### src/rtl/ack_fifo_sync_if.sv
// ---------------------------------------------------------------------------
// ack_fifo_sync_if
// Bundles the access and status signals of ack_fifo_sync.
//   master : the FIFO user (drives CLR/WE/DATA/RE, observes data and flags)
//   slave  : the FIFO itself
// Signals:
//   CLR        synchronous flush, active high
//   WE/DATA    write request and write word
//   RE         read/pop request
//   Q/DVLD     read word and its valid indication
//   FULL/EMPTY/AFULL/AEMPTY  occupancy flags
//   COUNT      words held
//   OVERFLOW/UNDERFLOW       one-cycle rejected-access pulses
//   ERR_STICKY [1] overflow seen, [0] underflow seen
// ---------------------------------------------------------------------------
interface ack_fifo_sync_if #(
  parameter int WIDTH = 32,
  parameter int DEPTH = 64
);
  localparam int CW = $clog2(DEPTH) + 1;

  logic             CLR;
  logic             WE;
  logic [WIDTH-1:0] DATA;
  logic             RE;
  logic [WIDTH-1:0] Q;
  logic             DVLD;
  logic             FULL;
  logic             EMPTY;
  logic             AFULL;
  logic             AEMPTY;
  logic [CW-1:0]    COUNT;
  logic             OVERFLOW;
  logic             UNDERFLOW;
  logic [1:0]       ERR_STICKY;

  modport master (
    output CLR, WE, DATA, RE,
    input  Q, DVLD, FULL, EMPTY, AFULL, AEMPTY, COUNT,
           OVERFLOW, UNDERFLOW, ERR_STICKY
  );

  modport slave (
    input  CLR, WE, DATA, RE,
    output Q, DVLD, FULL, EMPTY, AFULL, AEMPTY, COUNT,
           OVERFLOW, UNDERFLOW, ERR_STICKY
  );
endinterface

### src/rtl/ack_fifo_sync.sv
// ---------------------------------------------------------------------------
// ack_fifo_sync
// Single-clock FIFO for the acknowledge path between the HDC classifier core
// and the radio. Supports first-word-fall-through (FWFT=1) or standard
// registered read (FWFT=0), programmable almost-full/almost-empty levels,
// occupancy count, overflow/underflow pulses with sticky error bits and a
// synchronous flush.
// Ports:
//   CLK    rising-edge clock
//   RESET  asynchronous active-low reset (release synchronised internally)
//   bus    ack_fifo_sync_if.slave: CLR, WE, DATA, RE in; Q, DVLD, FULL,
//          EMPTY, AFULL, AEMPTY, COUNT, OVERFLOW, UNDERFLOW, ERR_STICKY out
// ---------------------------------------------------------------------------
module ack_fifo_sync #(
  parameter int WIDTH = 32,
  parameter int DEPTH = 64,
  parameter int FWFT  = 1,
  parameter int AFVAL = 60,
  parameter int AEVAL = 3
) (
  input  logic           CLK,
  input  logic           RESET,
  ack_fifo_sync_if.slave bus
);

  localparam int AW = $clog2(DEPTH);
  localparam int CW = AW + 1;
  localparam bit FW = (FWFT != 0);
  localparam logic [CW-1:0] DEPTH_C = CW'(DEPTH);
  localparam logic [CW-1:0] AF_C    = CW'(AFVAL);
  localparam logic [CW-1:0] AE_C    = CW'(AEVAL);

  logic             ready;
  logic [WIDTH-1:0] mem [DEPTH];
  logic [WIDTH-1:0] q;
  logic [AW-1:0]    wr_ptr;
  logic [AW-1:0]    rd_ptr;
  logic [CW-1:0]    count;
  logic [CW-1:0]    count_nx;
  logic [CW-1:0]    avail;
  logic             head_vld;
  logic             head_vld_nx;
  logic             full;
  logic             empty;
  logic             afull;
  logic             aempty;
  logic             dvld;
  logic             ovf;
  logic             udf;
  logic [1:0]       sticky;
  logic             active;
  logic             flush;
  logic             wr_ok;
  logic             rd_ok;
  logic             ovf_req;
  logic             udf_req;
  logic             load;
  logic             empty_nx;
  logic             dvld_nx;

  // Reset release synchroniser: the core ignores the edge on which this
  // flop first captures 1, so the first access lands on the second edge.
  always_ff @(posedge CLK or negedge RESET) begin
    if (!RESET) begin
      ready <= 1'b0;
    end else begin
      ready <= 1'b1;
    end
  end

  // Access decode: acceptance uses the registered FULL/EMPTY, so a read in
  // the same cycle never frees room for a write and vice versa.
  always_comb begin
    active  = ready & ~bus.CLR;
    flush   = ready & bus.CLR;
    wr_ok   = active & bus.WE & ~full;
    rd_ok   = active & bus.RE & ~empty;
    ovf_req = active & bus.WE & full;
    udf_req = active & bus.RE & empty;
  end

  always_comb begin
    count_nx = count;
    unique case ({wr_ok, rd_ok})
      2'b10:   count_nx = count + CW'(1);
      2'b01:   count_nx = count - CW'(1);
      default: count_nx = count;
    endcase
  end

  // Read-side control. In FWFT mode the head register holds one word that
  // is still counted in COUNT; 'avail' is what remains in the array. Only
  // words written before this edge are in avail, so the array is never read
  // and written at the same address on one edge.
  always_comb begin
    avail = count - CW'(head_vld);
    if (FW) begin
      load        = active & (avail != '0) & (~head_vld | rd_ok);
      head_vld_nx = load | (head_vld & ~rd_ok);
      empty_nx    = ~head_vld_nx;
      dvld_nx     = head_vld_nx;
    end else begin
      load        = rd_ok;
      head_vld_nx = 1'b0;
      empty_nx    = (count_nx == '0);
      dvld_nx     = rd_ok;
    end
  end

  // Control and flag registers
  always_ff @(posedge CLK or negedge RESET) begin
    if (!RESET) begin
      wr_ptr   <= '0;
      rd_ptr   <= '0;
      count    <= '0;
      head_vld <= 1'b0;
      full     <= 1'b0;
      empty    <= 1'b1;
      afull    <= 1'b0;
      aempty   <= 1'b1;
      dvld     <= 1'b0;
      ovf      <= 1'b0;
      udf      <= 1'b0;
      sticky   <= 2'b00;
    end else if (flush) begin
      wr_ptr   <= '0;
      rd_ptr   <= '0;
      count    <= '0;
      head_vld <= 1'b0;
      full     <= 1'b0;
      empty    <= 1'b1;
      afull    <= 1'b0;
      aempty   <= 1'b1;
      dvld     <= 1'b0;
      ovf      <= 1'b0;
      udf      <= 1'b0;
      sticky   <= 2'b00;
    end else begin
      if (wr_ok) wr_ptr <= wr_ptr + AW'(1);
      if (load)  rd_ptr <= rd_ptr + AW'(1);
      count    <= count_nx;
      head_vld <= head_vld_nx;
      full     <= (count_nx == DEPTH_C);
      empty    <= empty_nx;
      afull    <= (count_nx >= AF_C);
      aempty   <= (count_nx <= AE_C);
      dvld     <= dvld_nx;
      ovf      <= ovf_req;
      udf      <= udf_req;
      sticky   <= sticky | {ovf_req, udf_req};
    end
  end

  // Storage array: plain write port, registered read port (block RAM style)
  always_ff @(posedge CLK) begin
    if (wr_ok) mem[wr_ptr] <= bus.DATA;
  end

  // Read data register: head word in FWFT mode, read result in standard mode.
  // Retained across flush.
  always_ff @(posedge CLK or negedge RESET) begin
    if (!RESET) begin
      q <= '0;
    end else if (load) begin
      q <= mem[rd_ptr];
    end
  end

  assign bus.Q          = q;
  assign bus.DVLD       = dvld;
  assign bus.FULL       = full;
  assign bus.EMPTY      = empty;
  assign bus.AFULL      = afull;
  assign bus.AEMPTY     = aempty;
  assign bus.COUNT      = count;
  assign bus.OVERFLOW   = ovf;
  assign bus.UNDERFLOW  = udf;
  assign bus.ERR_STICKY = sticky;

endmodule

### src/flat_wrapper.sv
// flat-port wrapper written by rule: the top's interface ports become plain ports
module ack_fifo_sync_flat 
#(
  parameter int WIDTH = 32,
  parameter int DEPTH = 64,
  parameter int FWFT  = 1,
  parameter int AFVAL = 60,
  parameter int AEVAL = 3
)
  (CLK, RESET, bus_CLR, bus_WE, bus_DATA, bus_RE, bus_Q, bus_DVLD, bus_FULL, bus_EMPTY, bus_AFULL, bus_AEMPTY, bus_COUNT, bus_OVERFLOW, bus_UNDERFLOW, bus_ERR_STICKY);
  ack_fifo_sync_if #(.WIDTH(WIDTH), .DEPTH(DEPTH)) bus_i ();
  input  logic CLK;
  input  logic RESET;
  input wire logic [$bits(bus_i.CLR)-1:0] bus_CLR;
  input wire logic [$bits(bus_i.WE)-1:0] bus_WE;
  input wire logic [$bits(bus_i.DATA)-1:0] bus_DATA;
  input wire logic [$bits(bus_i.RE)-1:0] bus_RE;
  output wire logic [$bits(bus_i.Q)-1:0] bus_Q;
  output wire logic [$bits(bus_i.DVLD)-1:0] bus_DVLD;
  output wire logic [$bits(bus_i.FULL)-1:0] bus_FULL;
  output wire logic [$bits(bus_i.EMPTY)-1:0] bus_EMPTY;
  output wire logic [$bits(bus_i.AFULL)-1:0] bus_AFULL;
  output wire logic [$bits(bus_i.AEMPTY)-1:0] bus_AEMPTY;
  output wire logic [$bits(bus_i.COUNT)-1:0] bus_COUNT;
  output wire logic [$bits(bus_i.OVERFLOW)-1:0] bus_OVERFLOW;
  output wire logic [$bits(bus_i.UNDERFLOW)-1:0] bus_UNDERFLOW;
  output wire logic [$bits(bus_i.ERR_STICKY)-1:0] bus_ERR_STICKY;
  assign bus_i.CLR = bus_CLR;
  assign bus_i.WE = bus_WE;
  assign bus_i.DATA = bus_DATA;
  assign bus_i.RE = bus_RE;
  assign bus_Q = bus_i.Q;
  assign bus_DVLD = bus_i.DVLD;
  assign bus_FULL = bus_i.FULL;
  assign bus_EMPTY = bus_i.EMPTY;
  assign bus_AFULL = bus_i.AFULL;
  assign bus_AEMPTY = bus_i.AEMPTY;
  assign bus_COUNT = bus_i.COUNT;
  assign bus_OVERFLOW = bus_i.OVERFLOW;
  assign bus_UNDERFLOW = bus_i.UNDERFLOW;
  assign bus_ERR_STICKY = bus_i.ERR_STICKY;
  ack_fifo_sync #(.WIDTH(WIDTH), .DEPTH(DEPTH), .FWFT(FWFT), .AFVAL(AFVAL), .AEVAL(AEVAL)) u_core (.CLK(CLK), .RESET(RESET), .bus(bus_i));
endmodule
### config.mk
export PLATFORM = sky130hd
export DESIGN_NAME = ack_fifo_sync_flat
export DESIGN_NICKNAME = d
export VERILOG_FILES = /design/src/rtl/ack_fifo_sync_if.sv /design/src/rtl/ack_fifo_sync.sv /design/src/flat_wrapper.sv
export SDC_FILE = /design/constraint.sdc
export NUM_CORES = 2
export LEC_CHECK = 0
export CORE_MARGIN = 2
export CORE_UTILIZATION = 58
export CTS_BUF_LIST = sky130_fd_sc_hd__clkbuf_8
export CTS_CLUSTER_SIZE = 20
export DETAILED_ROUTE_END_ITERATION = 6
export GPL_TIMING_DRIVEN = 0
export MAX_ROUTING_LAYER = met4
export PLACE_DENSITY_LB_ADDON = 0.08
export SLEW_MARGIN = 20
export SYNTH_ARGS = -nofsm -noshare
export SYNTH_HDL_FRONTEND = slang
export SYNTH_SLANG_ARGS = --single-unit
### constraint.sdc
create_clock -name CLK -period 3.7 [get_ports CLK]
set_input_delay 0.925 -clock CLK [delete_from_list [all_inputs] [get_ports CLK]]
set_output_delay 0.925 -clock CLK [all_outputs]
set_load 0.05 [all_outputs]
# Yosys cells after proc, flatten, opt, wreduce, memory -nomap -nowiden
# Memory sizes are Yosys's and may differ from the RTL's. A register that Yosys moved wholly into a read port is not among the register bits.
# Cells that the tools add are included.
dict set report word_totals {
  output_inout_bits 48
  ramBits 2048
  wordCells 63
  inputBits 37
  reg_bits 29
  memories 1
}
# memory depth word_bits rd rd_ports_with_merged_regs write_ports line
set memory_table {}
lappend memory_table {u_core.mem 64 32 1 1 1 ack_fifo_sync.sv:34} ;# logic [WIDTH-1:0] mem [DEPTH];
dict set report op_classes {
  n_bitwise 20
  n_addsub 5
  eq_ne 3
  reduce_logical 4
  magnitude_cmp 2
  mux 16
}
# op n
set ops {}
lappend ops {{6-bit 2-to-1 mux} 4}
lappend ops {{7-bit case mux with 2 select lines} 1}
lappend ops {{6-bit by 1-bit adder with 6-bit output (second input constant)} 2}
lappend ops {{1-bit bitwise AND} 11}
lappend ops {{1-bit 2-to-1 mux} 9}
lappend ops {{7-bit by 1-bit adder with 7-bit output (second input constant)} 1}
lappend ops {{7-bit equality test (second input constant)} 1}
lappend ops {{7-bit by 6-bit >= comparator with 1-bit output (second input constant)} 1}
lappend ops {{7-bit by 2-bit less-or-equal comparator with 1-bit output (second input constant)} 1}
lappend ops {{7-bit 2-to-1 mux} 1}
lappend ops {{7-bit nonzero test} 1}
lappend ops {{7-bit by 1-bit subtractor with 7-bit output} 1}
lappend ops {{7-bit by 1-bit subtractor with 7-bit output (second input constant)} 1}
lappend ops {{1-bit inverter} 6}
lappend ops {{2-bit nonzero test} 2}
lappend ops {{2-bit by 1-bit equality test with 1-bit output (second input constant)} 1}
lappend ops {{2-bit equality test (second input constant)} 1}
lappend ops {{2-bit 2-to-1 mux} 1}
lappend ops {{1-bit bitwise OR} 2}
lappend ops {{2-bit bitwise OR} 1}
lappend ops {{1-bit zero test} 1}

# Longest topological paths before layout
dict set report depth {
  depth_word 9
  depth_mapped 12
  mapped_depth_nobuf 11
}

# Worst setup path before layout
# No wires, ideal clock.
dict set report synth_timing {
  path_type {input-to-reg}
  startpoint {input port bus_CLR}
  endpoint {memory u_core.mem[62][0], enable pin}
  n_path_buf 1
  arrival_time_ps 3385
  setup_time_ps 421
  required_ps 3279
  path_stages 7
  setup_slack_ps -106
  cell_sequence {and2b_1 and3b_1 clkbuf_1 inv_1 nor2_1 nand3_1 nor2_1}
}
dict set report synth_via {
  elab_chain_len 6
}
# element line
set synth_rtl {}
lappend synth_rtl {{start: declaration} flat_wrapper.sv:14} ;# input wire logic [$bits(bus_i.CLR)-1:0] bus_CLR;
lappend synth_rtl {{1-bit inverter} ack_fifo_sync.sv:74} ;# active = ready & ~bus.CLR;
lappend synth_rtl {{1-bit bitwise AND} ack_fifo_sync.sv:74}
lappend synth_rtl {{1-bit bitwise AND (2 in a row)} ack_fifo_sync.sv:76} ;# wr_ok = active & bus.WE & ~full;
lappend synth_rtl {{1-bit 2-to-1 mux} ack_fifo_sync.sv:156} ;# if (wr_ok) mem[wr_ptr] <= bus.DATA;
lappend synth_rtl {{1-bit 2-to-1 mux (implied by the code)} ack_fifo_sync.sv:156}
lappend synth_rtl {{end: declaration} ack_fifo_sync.sv:34}
# No other way between the ends.

# Final worst setup path
dict set report layout_timing {
  startpoint {input port bus_CLR}
  endpoint {memory u_core.mem[4][22], enable pin}
}
# Same word-level chain as after synthesis.

==> results.sh <==
export IMPL_num_io_pins=85
export IMPL_cp_end_kind="flop"
export IMPL_worstPathRequired_ns=4.40
export IMPL_path_class="in2reg"
export IMPL_synth_seq_area_share_pct=77.3
export IMPL_grt_pass1_vias=40805
export IMPL_status="finished, violations left"
export IMPL_cp_start_kind="primary input"
export IMPL_regToRegSetupSlack_ns=-0.09
export IMPL_synth_common_cells="2048 x edfxtp_1, 471 x mux4_2, 140 x mux2i_1, 108 x nand2_1, 94 x nor2_1"
export IMPL_critPathLaunch="bus_CLR"
export IMPL_rows=137
export IMPL_synthCells=3631
export IMPL_yosysWarnings=0
export IMPL_synth_area_leaders="edfxtp_1 75%, mux4_2 13%, dfrtp_1 1.8%, mux2i_1 1.7%, mux4_1 1.5%"
export IMPL_synth_cell_types=67
export IMPL_viasPerCell=6.41
export IMPL_path_delay_family="simple AND/OR/NAND/NOR gates"
export IMPL_period_needed_ns=3.79
export IMPL_async_flop_share_pct=2.89
export IMPL_slowest_delay_ns=0.70
export IMPL_yosysTopAreaCell="edfxtp_1"
export IMPL_p_clk_share_pct=31.5
export IMPL_track_usage_pct=30.9
export IMPL_tightestPinTransition_ns=1.10
export IMPL_cts_sinks=2109
export IMPL_drt_wl_total_um=212000
export IMPL_gp_congestion=0.919
export IMPL_crit_fanout=21
export IMPL_htreeDepth=5
export IMPL_cts_root_buffer="clkbuf_8"
export IMPL_antenna_found_initial=13
export IMPL_initial_utilization_pct=58.4
export IMPL_swShare_pct=27.6
export IMPL_fillers=8815
export IMPL_synth_top_area_share_pct=75.5
export IMPL_hold_violations=0
export IMPL_drv_slew=0
export IMPL_wl_per_cell_um=33.5
export IMPL_leakagePower_nw=29.7
export IMPL_fin_cells=6328
export IMPL_placed_cell_area_mm2=0.0874
export IMPL_cpMaxStageDelayCell="nand2_1"
export IMPL_switchingPower_mw=15.8
export IMPL_power_share_combinational_pct=21.8
export IMPL_cts_reportedPaths_clkPinSlew_ns=0.06
export IMPL_core_mm2=0.140
export IMPL_grt_ovfl_total=0
export IMPL_reg2reg_from="u_core.rd_ptr[1]$_DFFE_PN0P_"
export IMPL_finalSetupViolCount=40
export IMPL_synth_edf_count=2048
export IMPL_drc=0
export IMPL_path_depth=9
export IMPL_syn_area_per_cell_um2=22.4
export IMPL_place_port_buffers=84
export IMPL_cts_tree="done"
export IMPL_vdd_drop_max_uv=409
export IMPL_nets=4260
export IMPL_ant_nets=0
export IMPL_die_h_um=379
export IMPL_dr_pass1_iters=5
export IMPL_rsz0062_at_grt="yes"
export IMPL_critPathBufInv=4
export IMPL_design_area_mm2=0.0942
export IMPL_numCtsBuffers=341
export IMPL_clock_latency_ns=1.01
export IMPL_dp_cells=5693
export IMPL_syn_num_nets=3673
export IMPL_drtIter0Drc=5479
export IMPL_max_freq_mhz=264
export IMPL_ys_ff_latch=2109
export IMPL_dp_hpwl_um=143000
export IMPL_drive_above_1_share_pct=30.8
export IMPL_power_density_mw_per_mm2=607
export IMPL_die_area_mm2=0.144
export IMPL_internal_power_mw=41.4
export IMPL_cp_cell_sequence="clkdlybuf4s50_1 -> and2b_1 -> and3b_1 -> clkbuf_1 -> inv_1 -> nor2_1 -> nand2_1 -> nor2_4 -> buf_12"
export IMPL_die_w_um=379
export IMPL_cp_endpoint="u_core.mem[4][22]$_DFFE_PP_"
export IMPL_grt_max_degree=65
export IMPL_timing_final_ws_setup_ns=-0.0908
export IMPL_min_path_type="in2reg"
export IMPL_slew_headroom_pct=26.2
export IMPL_grt_pass1_wl_um=296000
export IMPL_violations="negative setup slack"
export IMPL_vias=40580
export IMPL_clk_path_buf_depth=4
export IMPL_seqPwrFrac_pct=46.7
export IMPL_fin_skew_ns=0.0515
export IMPL_ys_flop_type="edfxtp_1"
export IMPL_synth_area_mm2=0.0815
export IMPL_r2r_end="u_core.bus.Q[25]$_DFFE_PN0P_"
export IMPL_crit_arrival_ns=4.50
export IMPL_cap_violations=0
export IMPL_period_share_pct=102
export IMPL_yosysMostFrequentCell="edfxtp_1"
export IMPL_ff2ff_path_depth=9
export IMPL_area_growth_syn_to_layout_pct=15.6
[power groups by stage]
stage,clock network (mW),logic (mW),registers [mW]
4_1_cts,18.3,12.5,26.7
3_5_place_dp,0,12.5,27.2
6_report,18.0,12.5,26.7
3_3_place_gp,0,12.2,27.2
2_1_floorplan,0,7.87,27.7
5_1_grt,19.3,13.1,26.7
[cell usage in the layout (no fill, tap or decap), types with 41 or more instances in the layout]
master,n
clkinv_2,41
clkbuf_1,61
buf_12,75
o21ai_1,45
mux2_2,89
clkbuf_8,351
buf_2,62
clkinv_1,69
buf_16,48
buf_4,90
edfxtp_1,2048
clkdlybuf4s50_1,51
nand2_1,108
dfrtp_1,59
mux4_2,471
nor2_4,63
mux4_1,46
inv_1,104
mux2i_1,138
a21oi_1,63
[what timing repair did]
item | in CTS | in global routing
pin swaps | 9 | 11
hold buffers | 1 | 0
setup endpoints to repair | 238 | 267
setup buffers | 19 | 38
resized for setup | 37 | 34
hold endpoints to repair | 13 | 0
[metrics by stage]
| step | power (mW) | setup TNS (ns) | setup slack, ns | util, % | hold WS (ns) |
|---|---|---|---|---|---|
| after CTS | 57.4 | -0.468 | -0.0227 | 67.1 | 0.242 |
| after global routing | 59.1 | -1.41 | -0.0729 | 67.5 | 0.273 |
| after global placement | 39.4 | -5118.44 | -2.83 | 60.7 | 0.491 |
| after detailed placement | 39.6 | -1581.60 | -1.27 | 62.7 | 0.501 |
| final | 57.2 | -2.02 | -0.0908 | 67.5 | 0.315 |
| after floorplan | 35.6 | -76.75 | -0.106 | - | 0.473 |
[area by class of cell]
cell class              count  area (um2)  share of cell area, %
diodes                      6        15.0                 0.0159
plain buffers             203        1180                   1.25
clock buffers             351        4830                   5.13
clock inverters           220        1110                   1.17
inverters                   9        33.8                 0.0359
multi-input cells        1310       17800                   18.9
flip-flops and latches   2109       63000                   66.9
well taps                1876        2350                   2.49
repair buffers            244        3800                   4.03
[sequential cells by signal, indices dropped and copies added (netlist names)]
| register | cells |
|---|---|
| u_core.bus.OVERFLOW | 1 |
| u_core.rd_ptr | 6 |
| u_core.wr_ptr | 6 |
| u_core.bus.EMPTY | 1 |
| u_core.bus.COUNT | 7 |
| u_core.head_vld | 1 |
| u_core.ready | 1 |
| u_core.bus.Q | 32 |
| u_core.bus.ERR_STICKY | 2 |
| u_core.bus.AFULL | 1 |
| u_core.mem | 2048 |
| u_core.bus.UNDERFLOW | 1 |
| u_core.bus.FULL | 1 |
| u_core.bus.AEMPTY | 1 |
[per-layer routing]
metal | share of wire, % | global-route usage, % | wire, um | up-vias
met5 | 0 | - | 0 | -
met4 | 3.8 | 11.4 | 8100 | 0
met3 | 9.0 | 6.80 | 19100 | 427
met2 | 48 | 47.1 | 103000 | 2165
met1 | 39 | 41.7 | 82200 | 21438
li1 | - | - | - | 16550
[logic make-up (layout without fill, tap and decap cells)]
kind of cell | after synthesis | after routing | share of synthesized area, %
xor+xnor | 15 | 15 | 0.161
flops | 2109 | 2109 | 77.3
buf+inv | 212 | 1027 | 1.41
simple gates | 297 | 297 | 1.66
compound gates | 246 | 246 | 1.89
fa+ha+maj | 5 | 5 | 0.0768
other cells | 1 | 7 | 0.00460
mux | 746 | 746 | 17.5
[worst min-delay path by stage]
| stage | cells past startpoint | endpoint | startpoint | slack, ns |
|---|---|---|---|---|
| finish | 1 | u_core.mem[15][26]$_DFFE_PP_ | bus_DATA[26] | 0.31 |
| floorplan | 1 | u_core.bus.COUNT[5]$_DFF_PN0_ | u_core.ready$_DFF_PN0_ | 0.47 |
| CTS | 1 | u_core.mem[62][4]$_DFFE_PP_ | bus_DATA[4] | 0.24 |
| global placement | 2 | u_core.bus.ERR_STICKY[1]$_DFF_PN0_ | u_core.bus.ERR_STICKY[1]$_DFF_PN0_ | 0.49 |
| detailed placement | 2 | u_core.bus.ERR_STICKY[1]$_DFF_PN0_ | u_core.bus.ERR_STICKY[1]$_DFF_PN0_ | 0.50 |
| global route | 1 | u_core.mem[15][25]$_DFFE_PP_ | bus_DATA[25] | 0.27 |
Power figures use the tool's default switching activity.
